<file path="config.mk">
export PLATFORM = sky130hd
export DESIGN_NAME = vga_wb_sequencer
export DESIGN_NICKNAME = d
export VERILOG_FILES = /design/src/rtl/vga_wb_sequencer.sv
export SDC_FILE = /design/constraint.sdc
export NUM_CORES = 1
export LEC_CHECK = 0
export ABC_AREA = 1
export BUFFER_PORTS_ARGS = -buffer_cell sky130_fd_sc_hd__buf_2
export CORE_UTILIZATION = 47
export CTS_BUF_LIST = sky130_fd_sc_hd__clkbuf_16
export DETAILED_ROUTE_END_ITERATION = 10
export PLACE_DENSITY = 0.7
export SYNTH_ARGS = -nofsm -noshare
export SYNTH_HDL_FRONTEND = slang
export SYNTH_SLANG_ARGS = --single-unit
export TNS_END_PERCENT = 10
</file>
<file path="constraint.sdc">
create_clock -name clk -period 9.8 [get_ports clk]
set_input_delay 0.98 -clock clk [delete_from_list [all_inputs] [get_ports clk]]
set_output_delay 0.98 -clock clk [all_outputs]
set_load 0.01 [all_outputs]
</file>
<file path="src/rtl/vga_wb_sequencer.sv">
// vga_wb_sequencer
//   Wishbone initiator that replays a stream of register-write commands into
//   the VGA core register block. Commands (8-bit register offset + 32-bit
//   data) are buffered in a small FIFO and issued one at a time as single
//   Wishbone write cycles. Responders may hold ACK high while STB stays high,
//   or stall ACK for a long time (e.g. a wait-for-condition register), so
//   every bus cycle is followed by a dead GAP cycle in which ACK is ignored.
//
// Parameters
//   FIFO_DEPTH      command FIFO entries (power of 2, >= 2)
//   BASE_HI         value driven on wb_addr_o[31:24]
//   TIMEOUT_CYCLES  max ISSUE cycles to wait for ACK; 0 = wait forever
//
// Ports
//   clk, reset        clock and synchronous active-high reset
//   cmd_valid/ready   command handshake; cmd_ready is a registered !full
//   cmd_addr/data     register offset and write data
//   wb_addr_o         {BASE_HI, 16'h0000, offset}
//   wb_data_o         write data
//   wb_sel_o          always 4'hF
//   wb_we_o/stb_o/cyc_o  all high together for the duration of a bus cycle
//   wb_ack_i          responder acknowledge (only honoured in ISSUE)
//   busy              FIFO non-empty or a bus cycle / gap in progress
//   err_timeout       sticky flag: a bus cycle was aborted by timeout
//   err_clear         clears err_timeout (a new timeout wins over a clear)
//   done_count        number of acknowledged transactions, wraps at 16 bits

module vga_wb_sequencer #(
  parameter int unsigned FIFO_DEPTH     = 8,
  parameter logic [7:0]  BASE_HI        = 8'h04,
  parameter int unsigned TIMEOUT_CYCLES = 0
) (
  input  logic        clk,
  input  logic        reset,
  input  logic        cmd_valid,
  output logic        cmd_ready,
  input  logic [7:0]  cmd_addr,
  input  logic [31:0] cmd_data,
  output logic [31:0] wb_addr_o,
  output logic [31:0] wb_data_o,
  output logic [3:0]  wb_sel_o,
  output logic        wb_we_o,
  output logic        wb_stb_o,
  output logic        wb_cyc_o,
  input  logic        wb_ack_i,
  output logic        busy,
  output logic        err_timeout,
  input  logic        err_clear,
  output logic [15:0] done_count
);

  localparam int PTR_W = (FIFO_DEPTH > 1) ? $clog2(FIFO_DEPTH) : 1;
  localparam logic [PTR_W:0]   FULL_COUNT   = (PTR_W + 1)'(FIFO_DEPTH);
  localparam logic [PTR_W:0]   COUNT_ONE    = (PTR_W + 1)'(1);
  localparam logic [PTR_W-1:0] PTR_ONE      = PTR_W'(1);
  localparam logic [23:0]      TIMEOUT_LAST = 24'(TIMEOUT_CYCLES - 1);
  localparam bit               TIMEOUT_EN   = (TIMEOUT_CYCLES != 0);

  typedef enum logic [1:0] {
    IDLE  = 2'd0,
    ISSUE = 2'd1,
    GAP   = 2'd2
  } state_t;

  state_t state, state_next;

  logic [7:0]       fifo_addr [FIFO_DEPTH];
  logic [31:0]      fifo_data [FIFO_DEPTH];
  logic [PTR_W-1:0] wr_ptr, rd_ptr;
  logic [PTR_W:0]   count, count_next;
  logic             push, pop;
  logic             ack_hit, timeout_hit;
  logic [23:0]      wait_cnt;

  assign push = cmd_valid && cmd_ready;

  // State register.
  always_ff @(posedge clk) begin
    if (reset) state <= IDLE;
    else       state <= state_next;
  end

  // Next-state logic. ACK is only looked at in ISSUE; an ACK arriving in the
  // same cycle the wait counter runs out takes priority over the timeout.
  always_comb begin
    state_next  = state;
    pop         = 1'b0;
    ack_hit     = 1'b0;
    timeout_hit = 1'b0;
    case (state)
      IDLE: begin
        if (count != '0) begin
          pop        = 1'b1;
          state_next = ISSUE;
        end
      end
      ISSUE: begin
        if (wb_ack_i) begin
          ack_hit    = 1'b1;
          state_next = GAP;
        end else if (TIMEOUT_EN && (wait_cnt == TIMEOUT_LAST)) begin
          timeout_hit = 1'b1;
          state_next  = GAP;
        end
      end
      GAP:     state_next = IDLE;
      default: state_next = IDLE;
    endcase
  end

  // Occupancy after this edge; a simultaneous push and pop cancel out.
  always_comb begin
    count_next = count;
    if (push && !pop)      count_next = count + COUNT_ONE;
    else if (!push && pop) count_next = count - COUNT_ONE;
  end

  // FIFO storage has no reset; the pointers and count define what is valid.
  always_ff @(posedge clk) begin
    if (!reset && push) begin
      fifo_addr[wr_ptr] <= cmd_addr;
      fifo_data[wr_ptr] <= cmd_data;
    end
  end

  // FIFO control, bus address/data registers, wait counter and status.
  // cmd_ready is computed from the post-edge occupancy so it is registered
  // yet never lets a push through when the FIFO is full.
  always_ff @(posedge clk) begin
    if (reset) begin
      wr_ptr      <= '0;
      rd_ptr      <= '0;
      count       <= '0;
      cmd_ready   <= 1'b1;
      wb_addr_o   <= '0;
      wb_data_o   <= '0;
      wait_cnt    <= '0;
      done_count  <= '0;
      err_timeout <= 1'b0;
    end else begin
      count     <= count_next;
      cmd_ready <= (count_next != FULL_COUNT);
      if (push) wr_ptr <= wr_ptr + PTR_ONE;
      if (pop) begin
        rd_ptr    <= rd_ptr + PTR_ONE;
        wb_addr_o <= {BASE_HI, 16'h0000, fifo_addr[rd_ptr]};
        wb_data_o <= fifo_data[rd_ptr];
        wait_cnt  <= '0;
      end else if (state == ISSUE) begin
        wait_cnt <= wait_cnt + 24'd1;
      end
      if (ack_hit) done_count <= done_count + 16'd1;
      if (timeout_hit)    err_timeout <= 1'b1;
      else if (err_clear) err_timeout <= 1'b0;
    end
  end

  assign wb_stb_o = (state == ISSUE);
  assign wb_cyc_o = wb_stb_o;
  assign wb_we_o  = wb_stb_o;
  assign wb_sel_o = 4'hF;
  assign busy     = (count != '0) || (state != IDLE);

endmodule

</file>
==> reports/results.ini, run 1 <==
[die]
core_area_mm2 = 0.0326
fp-row-count = 66
die-area_mm2 = 0.0340
die_w_um = 184
io_pins = 135
start_util_pct = 47.9
die_h_um = 184

[placement]
hpwl_um = 16500
portBuffers = 105
post-place-cells = 1790
gp_congestion = 0.817

[global_routing]
grt.overflow.total = 0
use_met2_pct = 31.3
grt_pass1_wl_um = 49100
antenna_found_initial = 4
grt_max_degree = 135
grt_use_met3_pct = 3.38
busiest_layer = met2
grt_use_met1_pct = 25.0
grt_pass1_vias = 9219
grtUsageTotal_pct = 18.7

[clock_network]
clkTransAtPathRegs_ps = 60
cts_buffer_depth = 3
postCtsSetupBuffers = 0
cts_resized = 0
htree_num_levels = 2
cts_sinks = 390
cts_root_buffer = clkbuf_16
cts_tree = done
cts_made_buffers = 40
hold_buffers = 0
insertion_delay_ps = 530

[power_and_ir_drop]
p_per_area_mw_per_mm2 = 252
ir_drop_v = 0.000196
leakage_nw = 6.22

[route]
drt-pass1-iter-count = 5
antenna_left = 0
avgRoutedWirePerCell_um = 16.9
drt_iter0_markers = 655
drc = 0
route.vias.total = 9809
routed_wl_um = 31500
viasPerCell = 5.27

[sta]
fin_crit_ps = 3620
timing.clock.skew_ps = 31.1
hold_viol_final = 0
slew_headroom_pct = 21.8
setup_viol = 0
fmax_mhz = 276
min_period_over_period_pct = 36.9
rsz0062_at_grt = no
tns_ps = 0
slew_viol_final = 0
tightest_slew_ps = 1170

[critical_path]
timing.rr.start = cmd_ready
critPathKind = in2reg
end_kind = flop
rr_endpoint = fifo_data[4][16]
crit_chain = buf_2, inv_2, nand2_1, nor3_2, buf_4
critPathTopFamily = buffers and inverters
critical-path-slowest-cell = nor3_2
reg2reg_depth = 5
reg2reg_slack_ps = 6960
required_ps = 9940
arrival_ps = 3760
crit_buf_inv = 3
startpoint_type = input pin
cp_max_fo = 53
cp_slowest_stage_delay_ps = 820

[outcome]
status = complete, no violations

[worst_hold_path]
whs_path_depth = 2
hp-class = reg2reg
hold_end = done_count[15]
min_from = done_count[15]

[synth]
synth.most_common_cell = edfxtp_1
synth_top_area_share_pct = 61.5
ys_types = 33
syn_area_mm2 = 0.0156
yosysWarnings = 0
syn_area_per_cell_um2 = 11.9
synth_area_leaders = edfxtp_1 61%, dfxtp_1 9.0%, o21ai_0 5.5%
ys_seq_area_share_pct = 70.5
async_flop_share_pct = 0
yosys_register_bits = 390
synthFlopType = edfxtp_1
synth_largest_area_cell = edfxtp_1
synth_edf_count = 320
synthTopCellsByCount = 320 x edfxtp_1, 217 x nor2_1, 171 x o21ai_0
syn_inst = 1312

[final_layout]
area_delta_synth_final_pct = 12.0
layout-drive-gt1-share_pct = 14.4
antenna_cells = 0
nets = 1440
layout.cells.non_filler = 1862

[flow_run]
maxCapViolations = 0

-- cell usage in the layout (no fill, tap or decap), types with 2 or more instances in the layout --
cell	instances
edfxtp_1	320
buf_2	105
o211ai_1	71
dfxtp_1	67
nand4_1	7
clkinv_2	4
nand3_1	16
o21a_1	3
inv_2	3
clkbuf_16	40
nand2_1	102
inv_1	70
inv_6	2
nor3b_1	3
a21oi_1	81
nor3_1	4
dfxtp_4	2
nor2_1	216
buf_4	14
conb_1	28
nor4_2	2
nand2_2	2
bufinv_16	2
o21ai_1	40
ha_1	5
a21oi_2	8
o211ai_2	9
o21ai_0	171
clkinv_1	10
nor3_2	6
-- worst min-delay path, cell delays in order, from the launching register on --
cell and delay (ps):
dfxtp_1 330, nand2_1 70, a21oi_1 60
-- metal layers --
metal / share of wire [%] / up-vias
li1: - / 4793
met1: 45 / 4683
met2: 48 / 276
met3: 5.1 / 49
met4: 1.8 / 8
met5: 0.15 / -
-- per-stage QoR --
stage	hold slack [ps]	setup slack (ps)	utilization, %	power [mW]	area [um^2]
after global routing	527	5930	53.6	4.67	17500
after floorplan	505	4010	-	2.84	15700
final	503	6180	53.6	4.42	17500
after CTS	504	6120	53.6	4.45	17500
after detailed placement	492	5580	50.0	3.07	16300
after global placement	477	5710	50.0	3.04	16300
-- kinds of logic (layout without fill, tap and decap cells) --
kind of cell / count (synthesis) / in the layout / share of synthesized area [%]
buf+inv: 169 / 251 / 5.69
simple gates: 362 / 362 / 9.26
other cells: 2 / 28 / 0.0481
flops: 390 / 390 / 70.5
fa+ha+maj: 5 / 5 / 0.400
compound gates: 383 / 383 / 14.1
xor+xnor: 1 / 1 / 0.0561
-- state kept, by name (all words and copies together) (netlist names) --
| signal | cells |
|---|---|
| wb_data_o | 32 |
| wb_addr_o | 9 |
| done_count | 16 |
| wr_ptr | 3 |
| cmd_ready | 1 |
| state | 2 |
| fifo_addr | 64 |
| fifo_data | 256 |
| count | 4 |
| rd_ptr | 3 |
-- worst max-delay path by stage --
| stage | start | endpoint | slack [ps] | cells past startpoint |
|---|---|---|---|---|
| final | reset | fifo_data[4][16] | 6180 | 5 |
| after floorplan | cmd_valid | fifo_addr[6][0] | 4010 | 4 |
| after detailed placement | reset | fifo_data[4][16] | 5580 | 5 |
| after global placement | reset | fifo_data[4][15] | 5710 | 5 |
| after global routing | reset | fifo_data[4][16] | 5930 | 5 |
| after CTS | reset | fifo_data[4][16] | 6120 | 5 |
-- power by group --
part           internal, mW  switching [mW]  leakage, nW
clock                 0.792           0.592        0.639
combinational         0.322           0.671         2.11
sequential             1.92           0.118         3.47
total                  3.04            1.38         6.22
-- final cells by class --
| class | count | area (um^2) |
|---|---|---|
| clock buffers | 40 | 1000 |
| clock inverters | 32 | 195 |
| fillers | 2657 | 15100 |
| inverters | 60 | 230 |
| multi-input cells | 779 | 3870 |
| flip-flops and latches | 390 | 11000 |
| well taps | 442 | 553 |
| repair buffers | 119 | 631 |
Note: power is estimated with default switching activity, not from simulation.
==> run 2: changes to the inputs <==
- PLACE_DENSITY: 0.7 -> 0.73
- clock period: 9.8 -> 3 ns (I/O delays scaled with it)
==> run 2 against run 1 <==
Net effect:
- register-to-register slack worse by 5900 ps
- combinational power rose to 3.6 times the previous value
- non-clock buffer count is 9 higher
- first-iteration DRC count is 24% higher
- design area grew 0.71%
- sequential cell count is the same
- sequential share of layout area is 0.44 points lower
- power rose to 3.3 times the previous value
- highest routed layer unchanged
==> reports/results.ini, run 2 (synthesized netlist as in run 1, its figures left out) <==
[power_and_ir_drop]
pwr-share-seq_pct = 45.0
leakage_nw = 6.27
intPower_mw = 9.85
p_clk_share_pct = 30.6
ir_drop_v = 0.000522
p_per_area_mw_per_mm2 = 821
sw_frac_of_total_pct = 31.9
p_comb_share_pct = 24.4
p_switching_mw = 4.62

[die]
die_w_um = 184
fp-row-count = 66
io_pins = 135
die-area_mm2 = 0.0340
die_h_um = 184
start_util_pct = 47.9
core_area_mm2 = 0.0326

[worst_hold_path]
hp-class = in2reg

[final_layout]
layout-drive-gt1-share_pct = 14.9
layout_common_cells = 320 x edfxtp_1, 216 x nor2_1, 171 x o21ai_0
layout_commonest_cell = edfxtp_1
reg.largest.list = fifo_data: 256 flops, fifo_addr: 64 flops, wb_data_o: 32 flops
fillers = 2671
fin_util_pct = 54.0
nets = 1449
top_register = fifo_data
largest_reg_flops = 256
area_delta_synth_final_pct = 12.8
layout.cells.non_filler = 1874

[route]
viasPerCell = 5.40
route.vias.total = 10122
drc = 0
drt_iter0_markers = 812
drt-pass1-iter-count = 5
avgRoutedWirePerCell_um = 17.4
antenna_left = 0
routed_wl_um = 32600

[sta]
fin_crit_ps = 1930
slew_headroom_pct = 27.7
tightest_slew_ps = 1080
fmax_mhz = 517
min_period_over_period_pct = 64.5
rsz0062_at_grt = no
tns_ps = 0
timing.clock.skew_ps = 19.7
setup_viol = 0
slew_viol_final = 0
hold_viol_final = 0

[critical_path]
end_kind = flop
arrival_ps = 2080
required_ps = 3150
cp_max_fo = 35
critPathKind = reg2reg
startpoint_type = flop

[clock_network]
cts_resized = 0
htree_num_levels = 2
cts_made_buffers = 40
cts_buffer_depth = 3
cts_sinks = 390
insertion_delay_ps = 530
hold_buffers = 0
clkTransAtPathRegs_ps = 60
cts_root_buffer = clkbuf_16
postCtsSetupBuffers = 0
cts_tree = done

[placement]
hpwl_um = 17600
gp_congestion = 0.826
post-place-cells = 1799
portBuffers = 105

[global_routing]
grtUsageTotal_pct = 19.5
grt_pass1_vias = 9623
grt_pass1_wl_um = 51000
busiest_layer = met2
grt_use_met1_pct = 25.5
grt.overflow.total = 0
use_met2_pct = 32.9
grt_use_met3_pct = 3.95
grt_max_degree = 190
antenna_found_initial = 4

[outcome]
status = complete, no violations

[flow_run]
maxCapViolations = 0

[run 2: cell count changes in the layout (fill, tap and decap cells not counted)]
cell	delta
clkinv_8	-1
clkbuf_16	+1
nor4_4	+2
clkinv_1	+3
buf_4	+4
inv_6	+2
nor4_2	-2
buf_12	+5
diode_2	+1
inv_1	-1
bufinv_16	-2
[run 2: worst paths after layout]
path / slack [ps] / to / cells after the start / start
setup / recovery: 1070 / fifo_addr[3][1] / 5 / cmd_ready
hold / removal: 30 / fifo_data[7][22] / 1 / cmd_data[22]
hold reg to reg: 500 / done_count[15] / 2 / done_count[15]
setup reg to reg: 1070 / fifo_addr[3][1] / 5 / cmd_ready
[run 2: final cells by class]
class | count | area, um^2 | area share, %
antenna | 1 | 2.50 | 0.0142
clock buffer | 41 | 1030 | 5.82
clock inverter | 33 | 144 | 0.817
inverter | 60 | 230 | 1.31
multi-input combinational | 779 | 3890 | 22.1
sequential | 390 | 11000 | 62.5
tap | 442 | 553 | 3.14
timing repair buffer | 128 | 761 | 4.32
[run 2: critical path, cell delays in order, from the launching register on]
cell and delay [ps]:
dfxtp_1 320, nand2_1 60, inv_1 210, nand2_1 250
nor3_2 200, buf_4 510
[run 2: power groups by stage]
stage                     clock network [mW]  registers (mW)  logic [mW]
after floorplan                            0            6.64        2.63
after global placement                     0            6.61        3.44
after detailed placement                   0            6.62        3.53
after CTS                               4.49            6.51        3.56
after global routing                    4.71            6.55        4.00
final                                   4.43            6.51        3.53
[run 2: per-layer routing]
layer	vias up	share of wire, %
met5	-	0.11
met4	6	1.8
met3	63	7.3
met2	367	48
met1	4870	42
li1	4816	-
[run 2: through the flow]
stage	power, mW	worst slack (ps)	hold slack [ps]	cell area, um^2
detailed placement	10.1	619	490	16400
global placement	10.0	640	475	16400
finish	14.5	1070	26.8	17600
global route	15.3	852	35.5	17600
CTS	14.6	1030	14.0	17600
floorplan	9.28	-1090	399	15700
